<file path="src/rtl/cpu_trace_pkg.sv">
// Shared definitions for the commit-trace capture block: FSM states and entry width.
package cpu_trace_pkg;

  typedef enum logic [1:0] {
    StIdle   = 2'd0,
    StArmed  = 2'd1,
    StPost   = 2'd2,
    StFrozen = 2'd3
  } state_e;

  function automatic int unsigned entry_w(input int unsigned addr_w, input int unsigned instr_w);
    return addr_w + instr_w;
  endfunction

endpackage

</file>
<file path="src/rtl/trace_ram.sv">
// Trace storage: synchronous write, asynchronous read, no reset.
module trace_ram #(
  parameter int unsigned DEPTH = 16,
  parameter int unsigned WIDTH = 64
) (
  input  logic                     clk_i,
  input  logic                     we_i,
  input  logic [$clog2(DEPTH)-1:0] waddr_i,
  input  logic [WIDTH-1:0]         wdata_i,
  input  logic [$clog2(DEPTH)-1:0] raddr_i,
  output logic [WIDTH-1:0]         rdata_o
);

  logic [WIDTH-1:0] mem_q [DEPTH];

  always_ff @(posedge clk_i) begin
    if (we_i) begin
      mem_q[waddr_i] <= wdata_i;
    end
  end

  assign rdata_o = mem_q[raddr_i];

endmodule

</file>
<file path="src/rtl/pc_trace_buffer.sv">
// Circular (PC, instruction) trace capture with PC trigger, post-trigger window and drain port.
// Define PC_TRACE_FILTER_EN to record only control-flow discontinuities plus the trigger record.
module pc_trace_buffer
  import cpu_trace_pkg::*;
#(
  parameter int unsigned ADDR_W  = 32,
  parameter int unsigned INSTR_W = 32,
  parameter int unsigned DEPTH   = 16,
  parameter int unsigned CNT_W   = $clog2(DEPTH) + 1
) (
  input  logic               clk,
  input  logic               reset,
  input  logic               cap_en,
  input  logic [ADDR_W-1:0]  pc,
  input  logic [INSTR_W-1:0] instr,
  input  logic [ADDR_W-1:0]  next_pc,
  input  logic               trig_arm,
  input  logic [ADDR_W-1:0]  trig_pc,
  input  logic [CNT_W-1:0]   post_cnt,
  output logic               rd_valid,
  input  logic               rd_ready,
  output logic [ADDR_W-1:0]  rd_pc,
  output logic [INSTR_W-1:0] rd_instr,
  output logic               rd_last,
  output logic               busy,
  output logic               triggered,
  output logic               wrapped,
  output logic [CNT_W-1:0]   count
);

  localparam int unsigned AW = $clog2(DEPTH);
  localparam int unsigned EW = entry_w(ADDR_W, INSTR_W);

  state_e             state_q;
  logic [AW-1:0]      wr_ptr_q, rd_ptr_q;
  logic [CNT_W-1:0]   count_q, post_q, rd_rem_q;
  logic               triggered_q, wrapped_q;
  logic               rd_valid_q, rd_last_q;
  logic [ADDR_W-1:0]  rd_pc_q;
  logic [INSTR_W-1:0] rd_instr_q;

  logic             rec, pc_match, wr_en, arm_restart, full, freeze;
  logic [AW-1:0]    wr_addr, wr_ptr_d;
  logic [CNT_W-1:0] count_d;
  logic             wrapped_d;
  logic [EW-1:0]    wr_data, rd_data;

  assign pc_match = (pc == trig_pc);

`ifdef PC_TRACE_FILTER_EN
  assign rec = cap_en && ((next_pc != pc + ADDR_W'(4)) || pc_match);
`else
  logic unused_next_pc;
  assign unused_next_pc = ^next_pc;
  assign rec = cap_en;
`endif

  assign wr_en       = (state_q inside {StArmed, StPost}) && rec;
  assign arm_restart = trig_arm && (state_q != StFrozen);
  assign full        = (count_q == CNT_W'(DEPTH));

  // A write coincident with a restart lands in slot 0 of the fresh window.
  assign wr_addr = arm_restart ? '0 : wr_ptr_q;
  assign wr_data = {pc, instr};

  always_comb begin
    wr_ptr_d  = wr_ptr_q + AW'(1);
    count_d   = full ? count_q : count_q + CNT_W'(1);
    wrapped_d = wrapped_q | full;
  end

  assign freeze = wr_en && !arm_restart &&
                  (((state_q == StArmed) && pc_match && (post_cnt == '0)) ||
                   ((state_q == StPost) && (post_q == CNT_W'(1))));

  trace_ram #(
    .DEPTH(DEPTH),
    .WIDTH(EW)
  ) u_ram (
    .clk_i  (clk),
    .we_i   (wr_en),
    .waddr_i(wr_addr),
    .wdata_i(wr_data),
    .raddr_i(rd_ptr_q),
    .rdata_o(rd_data)
  );

  always_ff @(posedge clk) begin
    if (reset) begin
      state_q     <= StIdle;
      wr_ptr_q    <= '0;
      rd_ptr_q    <= '0;
      count_q     <= '0;
      post_q      <= '0;
      rd_rem_q    <= '0;
      triggered_q <= 1'b0;
      wrapped_q   <= 1'b0;
      rd_valid_q  <= 1'b0;
      rd_last_q   <= 1'b0;
      rd_pc_q     <= '0;
      rd_instr_q  <= '0;
    end else if (arm_restart) begin
      state_q     <= StArmed;
      triggered_q <= 1'b0;
      wrapped_q   <= 1'b0;
      wr_ptr_q    <= wr_en ? AW'(1) : '0;
      count_q     <= wr_en ? CNT_W'(1) : '0;
    end else begin
      if (wr_en) begin
        wr_ptr_q  <= wr_ptr_d;
        count_q   <= count_d;
        wrapped_q <= wrapped_d;
      end
      unique case (state_q)
        StIdle: ;
        StArmed: begin
          if (wr_en && pc_match) begin
            triggered_q <= 1'b1;
            post_q      <= post_cnt;
            state_q     <= StPost;
          end
        end
        StPost: begin
          if (wr_en) begin
            post_q <= post_q - CNT_W'(1);
          end
        end
        StFrozen: begin
          if (rd_valid_q && rd_ready && rd_last_q) begin
            rd_valid_q <= 1'b0;
            rd_last_q  <= 1'b0;
            count_q    <= '0;
            state_q    <= StIdle;
          end else if ((!rd_valid_q || rd_ready) && (rd_rem_q != '0)) begin
            // rd_ptr_q runs one entry ahead of the beat being presented.
            rd_valid_q <= 1'b1;
            rd_pc_q    <= rd_data[EW-1 -: ADDR_W];
            rd_instr_q <= rd_data[INSTR_W-1:0];
            rd_last_q  <= (rd_rem_q == CNT_W'(1));
            rd_ptr_q   <= rd_ptr_q + AW'(1);
            rd_rem_q   <= rd_rem_q - CNT_W'(1);
          end
        end
        default: ;
      endcase
      if (freeze) begin
        state_q  <= StFrozen;
        rd_ptr_q <= wrapped_d ? wr_ptr_d : '0;
        rd_rem_q <= count_d;
      end
    end
  end

  assign busy      = (state_q != StIdle);
  assign triggered = triggered_q;
  assign wrapped   = wrapped_q;
  assign count     = count_q;
  assign rd_valid  = rd_valid_q;
  assign rd_pc     = rd_pc_q;
  assign rd_instr  = rd_instr_q;
  assign rd_last   = rd_last_q;

endmodule

</file>
<file path="config.mk">
export PLATFORM = sky130hd
export DESIGN_NAME = pc_trace_buffer
export DESIGN_NICKNAME = d
export VERILOG_FILES = /design/src/rtl/cpu_trace_pkg.sv /design/src/rtl/trace_ram.sv /design/src/rtl/pc_trace_buffer.sv
export SDC_FILE = /design/constraint.sdc
export NUM_CORES = 1
export LEC_CHECK = 0
export ABC_AREA = 1
export CAP_MARGIN = 20
export CORE_ASPECT_RATIO = 0.5
export CORE_MARGIN = 2
export CORE_UTILIZATION = 29
export CTS_BUF_LIST = sky130_fd_sc_hd__clkbuf_2
export DETAILED_ROUTE_END_ITERATION = 8
export RECOVER_POWER = 50
export SLEW_MARGIN = 15
export SYNTH_ARGS = -nofsm -noshare
export SYNTH_HDL_FRONTEND = slang
export SYNTH_HIERARCHICAL = 1
export SYNTH_SLANG_ARGS = --single-unit
</file>
<file path="constraint.sdc">
create_clock -name clk -period 5.23 [get_ports clk]
set_input_delay 1.3075 -clock clk [delete_from_list [all_inputs] [get_ports clk]]
set_output_delay 1.3075 -clock clk [all_outputs]
set_load 0.05 [all_outputs]
</file>
# == Yosys cells after proc, flatten, opt, wreduce, memory -nomap -nowiden ==
# Memories as Yosys holds them, arrays and structs flattened. A register that Yosys moved wholly into a read port is not among the register bits.
# Index checks and enable logic that the tools add are counted.
# op_classes
n_mux,33
n_bitwise,3
n_reduce_logical,33
n_eq_ne,15
addsub,5
# ops
op,count
two-way mux 5 bit,11
== test 32 bit,1
two-way mux 4 bit,8
AND reduction 4 bit,3
nonzero test 2 bit,6
logical AND 1 bit,11
"== test 5 x 1 -> 1 bit, second input constant",2
case mux 5 bit (2 select lines),1
"subtractor 5 x 1 -> 5 bit, second input constant",2
two-way mux 1 bit,9
AND reduction 3 bit,3
"adder 4 x 1 -> 4 bit, second input constant",2
two-way mux 2 bit,3
"inequality test 2 bit, second input constant",3
"adder 5 x 1 -> 5 bit, second input constant",1
"== test 5 bit, second input constant",1
logical NOT 5 bit,1
nonzero test 5 bit,1
"== test 2 bit, second input constant",2
"inequality test 4 x 3 -> 1 bit, second input constant",1
"inequality test 4 bit, second input constant",1
case mux 2 bit (2 select lines),1
nonzero test 4 bit,1
"inequality test 3 x 2 -> 1 bit, second input constant",1
other kinds (10),13
# word_totals
mem_bits_rw,1024
reg_bits,29
output_inout_bits,74
n_memories,1
input_bits,138
# memory_table
memory,words,width,rd,rd_clocked_by_memory_dff,write_ports,line,text
u_ram.mem_q,16,64,1,1,1,trace_ram.sv:14,logic [WIDTH-1:0] mem_q [DEPTH];

# == Longest topological paths before layout ==
# depth
depth_word,8
ltp_mapped,15

# == Modules after synthesis ==
# The synthesis kept the hierarchy.
# modules_own_cells
mod,cells_each,seq_area_each_um2,area_per_inst_um2,n_inst
trace_ram,4146,30749.5,44004.7,1
pc_trace_buffer,659,1861.8,4555.6,1

# == Worst setup path before layout ==
# OpenSTA, ideal clock, no wires.
# synth_path
path_kind,input port to flip-flop
start,input port cap_en
end,memory u_ram.mem_q[12][0] (enable)
setup_slack_ns,-0.098
t_required_ns,4.743
path_stages,5
arrival_time_ns,4.842
path_cell_list,nand2_1 > inv_1 > clkbuf_1 > nand3_1 > nor2_1
# synth_between
elab_chain_len,3
# synth_rtl
element,line,text
"start, declared",pc_trace_buffer.sv:13,"input logic cap_en,"
logical AND 1 bit,pc_trace_buffer.sv:58,"assign wr_en = (state_q inside {StArmed, StPost}) && rec;"
net wr_en,pc_trace_buffer.sv:42,"logic rec, pc_match, wr_en, arm_restart, full, freeze;"
two-way mux 1 bit,trace_ram.sv:17,if (we_i) begin
two-way mux 1 bit (implied by the code),trace_ram.sv:18,mem_q[waddr_i] <= wdata_i;
"end, declared",trace_ram.sv:14,
# The timed path passes the listed nets, and every way through them passes these cells.

# == Worst setup path after layout ==
# layout_path
start,register rd_rem_q[0]
end,"register rd_instr_q[5], in the netlist rd_instr[5]"
# layout_between
elab_chain_len,3
# layout_rtl
element,line,text
"start, declared",pc_trace_buffer.sv:36,"logic [CNT_W-1:0] count_q, post_q, rd_rem_q;"
"start signal, assigned",pc_trace_buffer.sv:141,rd_rem_q <= rd_rem_q - CNT_W'(1);
"start signal, assigned",pc_trace_buffer.sv:149,rd_rem_q <= count_d;
nonzero test 5 bit,pc_trace_buffer.sv:134,end else if ((!rd_valid_q || rd_ready) && (rd_rem_q != '0)) begin
logical AND 1 bit,pc_trace_buffer.sv:134,
AND reduction 4 bit (no line),-,
"end signal, assigned",pc_trace_buffer.sv:138,rd_instr_q <= rd_data[INSTR_W-1:0];
"end, declared",pc_trace_buffer.sv:40,logic [INSTR_W-1:0] rd_instr_q;
# No other way between the ends.
# A chain may end at the register's enable or synchronous reset.

==> summary.txt <==
Drt
  • DR WL/cell: around 17 um
  • DRC: 0
  • Final wirelength: 124,000 um
  • Detailed Routing Iterations Pass 1: 6
  • Vias: roughly 33,000
  • Antenna-violating nets left: 0
  • Mean number of vias per cell: 4.45
  • Drt initial violations: approximately 2,700

Placed design
  • DP Area: 0.0526 mm^2
  • Place WS: 0.930 ns
  • Detail Placement HPWL: roughly 63,000 um
  • GP Congestion: between 0.7 and 0.8
  • IO Port Bufs: around 180

Job
  • Number of max-cap violations: 5

CTS
  • CTS tree: done
  • Number of CTS-inserted buffers: between 200 and 300
  • # hold bufs at CTS: 0
  • H-tree levels: 5
  • Post-CTS Setup Inserts: 0
  • Clock Latency Late Sink: 1.49 ns
  • # resized after CTS: 0
  • Clk buf depth: 4
  • Sinks on Clock Net: 1,117
  • Clk pin slew, worst setup/hold paths: 0.11 ns
  • Clock root buffer: clkbuf_2

Power and ir drop
  • Leakage Power: between 20 and 25 nW
  • Worst VDD drop: 0.000194 V
  • Pwr/cell area: 293 mW/mm^2

Outcome
  • Status: finished with violations
  • Failing checks: capacitance limit, slew limit

Floorplan
  • Starting Density: 29.1%
  • Die area: 0.171 mm^2
  • Die width: approximately 580 um
  • Die height: slightly below 300 um
  • Site Rows: 106
  • Core footprint: 0.167 mm^2
  • I/O pin count: between 200 and 250

Min path
  • Hold Startpoint: reset
  • Worst hold path class: input port to register

Critical path
  • RR Endpoint: rd_instr[5]
  • Reg2reg start: rd_rem_q[0]
  • FF-to-FF path depth: 8
  • Worst Path Required: 6.52 ns
  • Worst Setup Path Type: register to register
  • Crit end category: register
  • Arrival time worst endpoint: roughly 5.8 ns
  • Worst setup SP type: register
  • Crit. Startpoint: rd_rem_q[0]
  • Flop-to-flop setup slack: about 0.76 ns
  • Critical path endpoint: rd_instr[5]
  • Crit Path Max Fanout: 39

Synthesis
  • Syn avg cell area: ~10 um^2
  • Synth Cell Area: 0.0486 mm^2
  • Gate count after technology mapping: around 4,800
  • Most common cell in the netlist: nand2_1
  • EDFF count, synth: 1,024
  • Sequential area share after synthesis: roughly two thirds
  • Yosys warnings: 6
  • Commonest cells post-synth: nand2_1 (1,590), edfxtp_1 (1,024), inv_1 (831)
  • Post-synthesis cell type count: 31
  • Dominant cell type by area after synthesis: edfxtp_1
  • Synth top area share: 63.3%
  • Register bit total from synthesis: 1,117
  • Main synth FF type: edfxtp_1
  • Post-synth ARST share: 0%
  • Top cells by area, synth: edfxtp_1 (63%), nand2_1 (12%), nand3_1 (8.2%)
  • Syn nets: 4,957

STA
  • Fmax: around 220 MHz
  • Tcrit/Tclk final: 85.4%
  • Final Worst Setup Slack: 0.765 ns
  • Min Tclk post-route: 4.47 ns
  • RSZ-0062 raised after global routing: no
  • Setup violations, final: 0
  • Max-slew violation count: 158
  • Worst slew margin: -78.5%
  • Worst-Margin Slew: 2.67 ns
  • Final Hold Viols: 0
  • Post-Route Skew: 0.138 ns

GRT
  • All-Layer GR Usage: 14.3%
  • Vias in the first global route: 31,800
  • First-pass GRT wire length: 188,000 um
  • Pin count of the biggest net entering global routing: 177
  • Initial antenna violation count: 19
  • GRT Residual Overflow: 0

Final layout
  • Fraction of layout cells with a size suffix above 1: 10.4%
  • Nets: between 5,000 and 6,000
  • Synth-to-Final Area Change: 13.3%
  • Final Cell Area: ~0.055 mm^2
  • Final core occ: 33.0%
  • Fillers: 16,800
worst min-delay path by stage:
stage	to	slack, ns	depth (start not counted)
finish	rd_pc[21]	0.29	2
global route	rd_pc[21]	0.15	2
CTS	rd_pc[13]	0.07	2
detailed placement	triggered	0.45	2
global placement	triggered	0.45	2
floorplan	post_q[1]	0.45	2
per-stage QoR:
step                      instances  power [W]  hold slack [ns]  setup TNS, ns
after global routing           7523     0.0168            0.151              0
final                          7525     0.0161            0.291              0
after CTS                      7517     0.0163           0.0673              0
after detailed placement       7028     0.0104            0.446              0
after floorplan                4805     0.0102            0.454         -89.21
after global placement         7028     0.0104            0.447              0
flip-flops by register name (all words and copies together), names as in the netlist, 2 cells and up:
signal and flops:
count 5, post_q 5, rd_instr 32, rd_pc 32
rd_ptr_q 4, rd_rem_q 5, state_q 2, u_ram/mem_q 1024
wr_ptr_q 4
cells by family (layout without fill, tap and decap cells):
family	after synthesis	in the layout	share of synthesized area, %
AO/OA/AOI/OAI	102	102	1.07
XOR/XNOR	33	33	0.595
adder cells (fa/ha/maj)	14	14	0.361
buffers and inverters	1075	1573	9.53
flip-flops	1117	1117	67.2
other	0	8	0
AND/OR/NAND/NOR	2464	2464	21.3
report_power, final:
part           total (W)  switching [W]  internal [W]
clock            0.00590        0.00342       0.00248
sequential       0.00978      0.0000129       0.00976
combinational   0.000431       0.000292      0.000139
area by class of cell:
type	instances	area, um^2	area share [%]
clock inverter	41	290	0.528
inverter	837	3170	5.77
multi-input combinational	2613	11400	20.7
sequential	1117	32600	59.3
antenna	8	20.0	0.0364
timing repair buffer	247	2470	4.49
clock buffer	448	2240	4.08
tap	2214	2770	5.04
routing by layer:
layer  part of all wire (%)  vias up  GRT usage, %  routed length [um]
met5                  0.019        -             0                  24
met4                    2.4        4          5.54                2990
met3                    6.7      252          2.79                8310
met2                     47     1041          23.8               58600
met1                     44    15900          18.4               54600
li1                       -    16300             -                   -
cells in the final DEF (no fill, tap or decap), types with 3 or more instances in the layout:
cell type and n:
edfxtp_1 1024, buf_4 33, ha_1 14, clkinv_1 24
diode_2 8, nor2_4 10, bufinv_16 5, clkbuf_2 451
dfxtp_1 89, o21ai_0 14, dlygate4sd3_1 64, nor3_1 3
clkinv_2 4, inv_1 832, nor2_2 6, buf_12 18
nand3b_1 7, a21oi_1 85, clkdlybuf4s50_1 114, xor2_1 10
clkbuf_1 14, nor2_1 44, nand3_1 793, inv_2 8
xnor2_1 23, nand4_1 3, dfxtp_4 4, nand2_1 1591
critical path, stage by stage, from the launching register on:
cell and delay, ns:
dfxtp_1 0.33, inv_1 0.14, ha_1 0.17, nand3_1 0.15, nand3_4 0.11, clkinvlp_2 1.77, clkbuf_2 1.16, nand2_1 0.42
a21oi_1 0.10
Note: power is estimated with default switching activity, not from simulation.
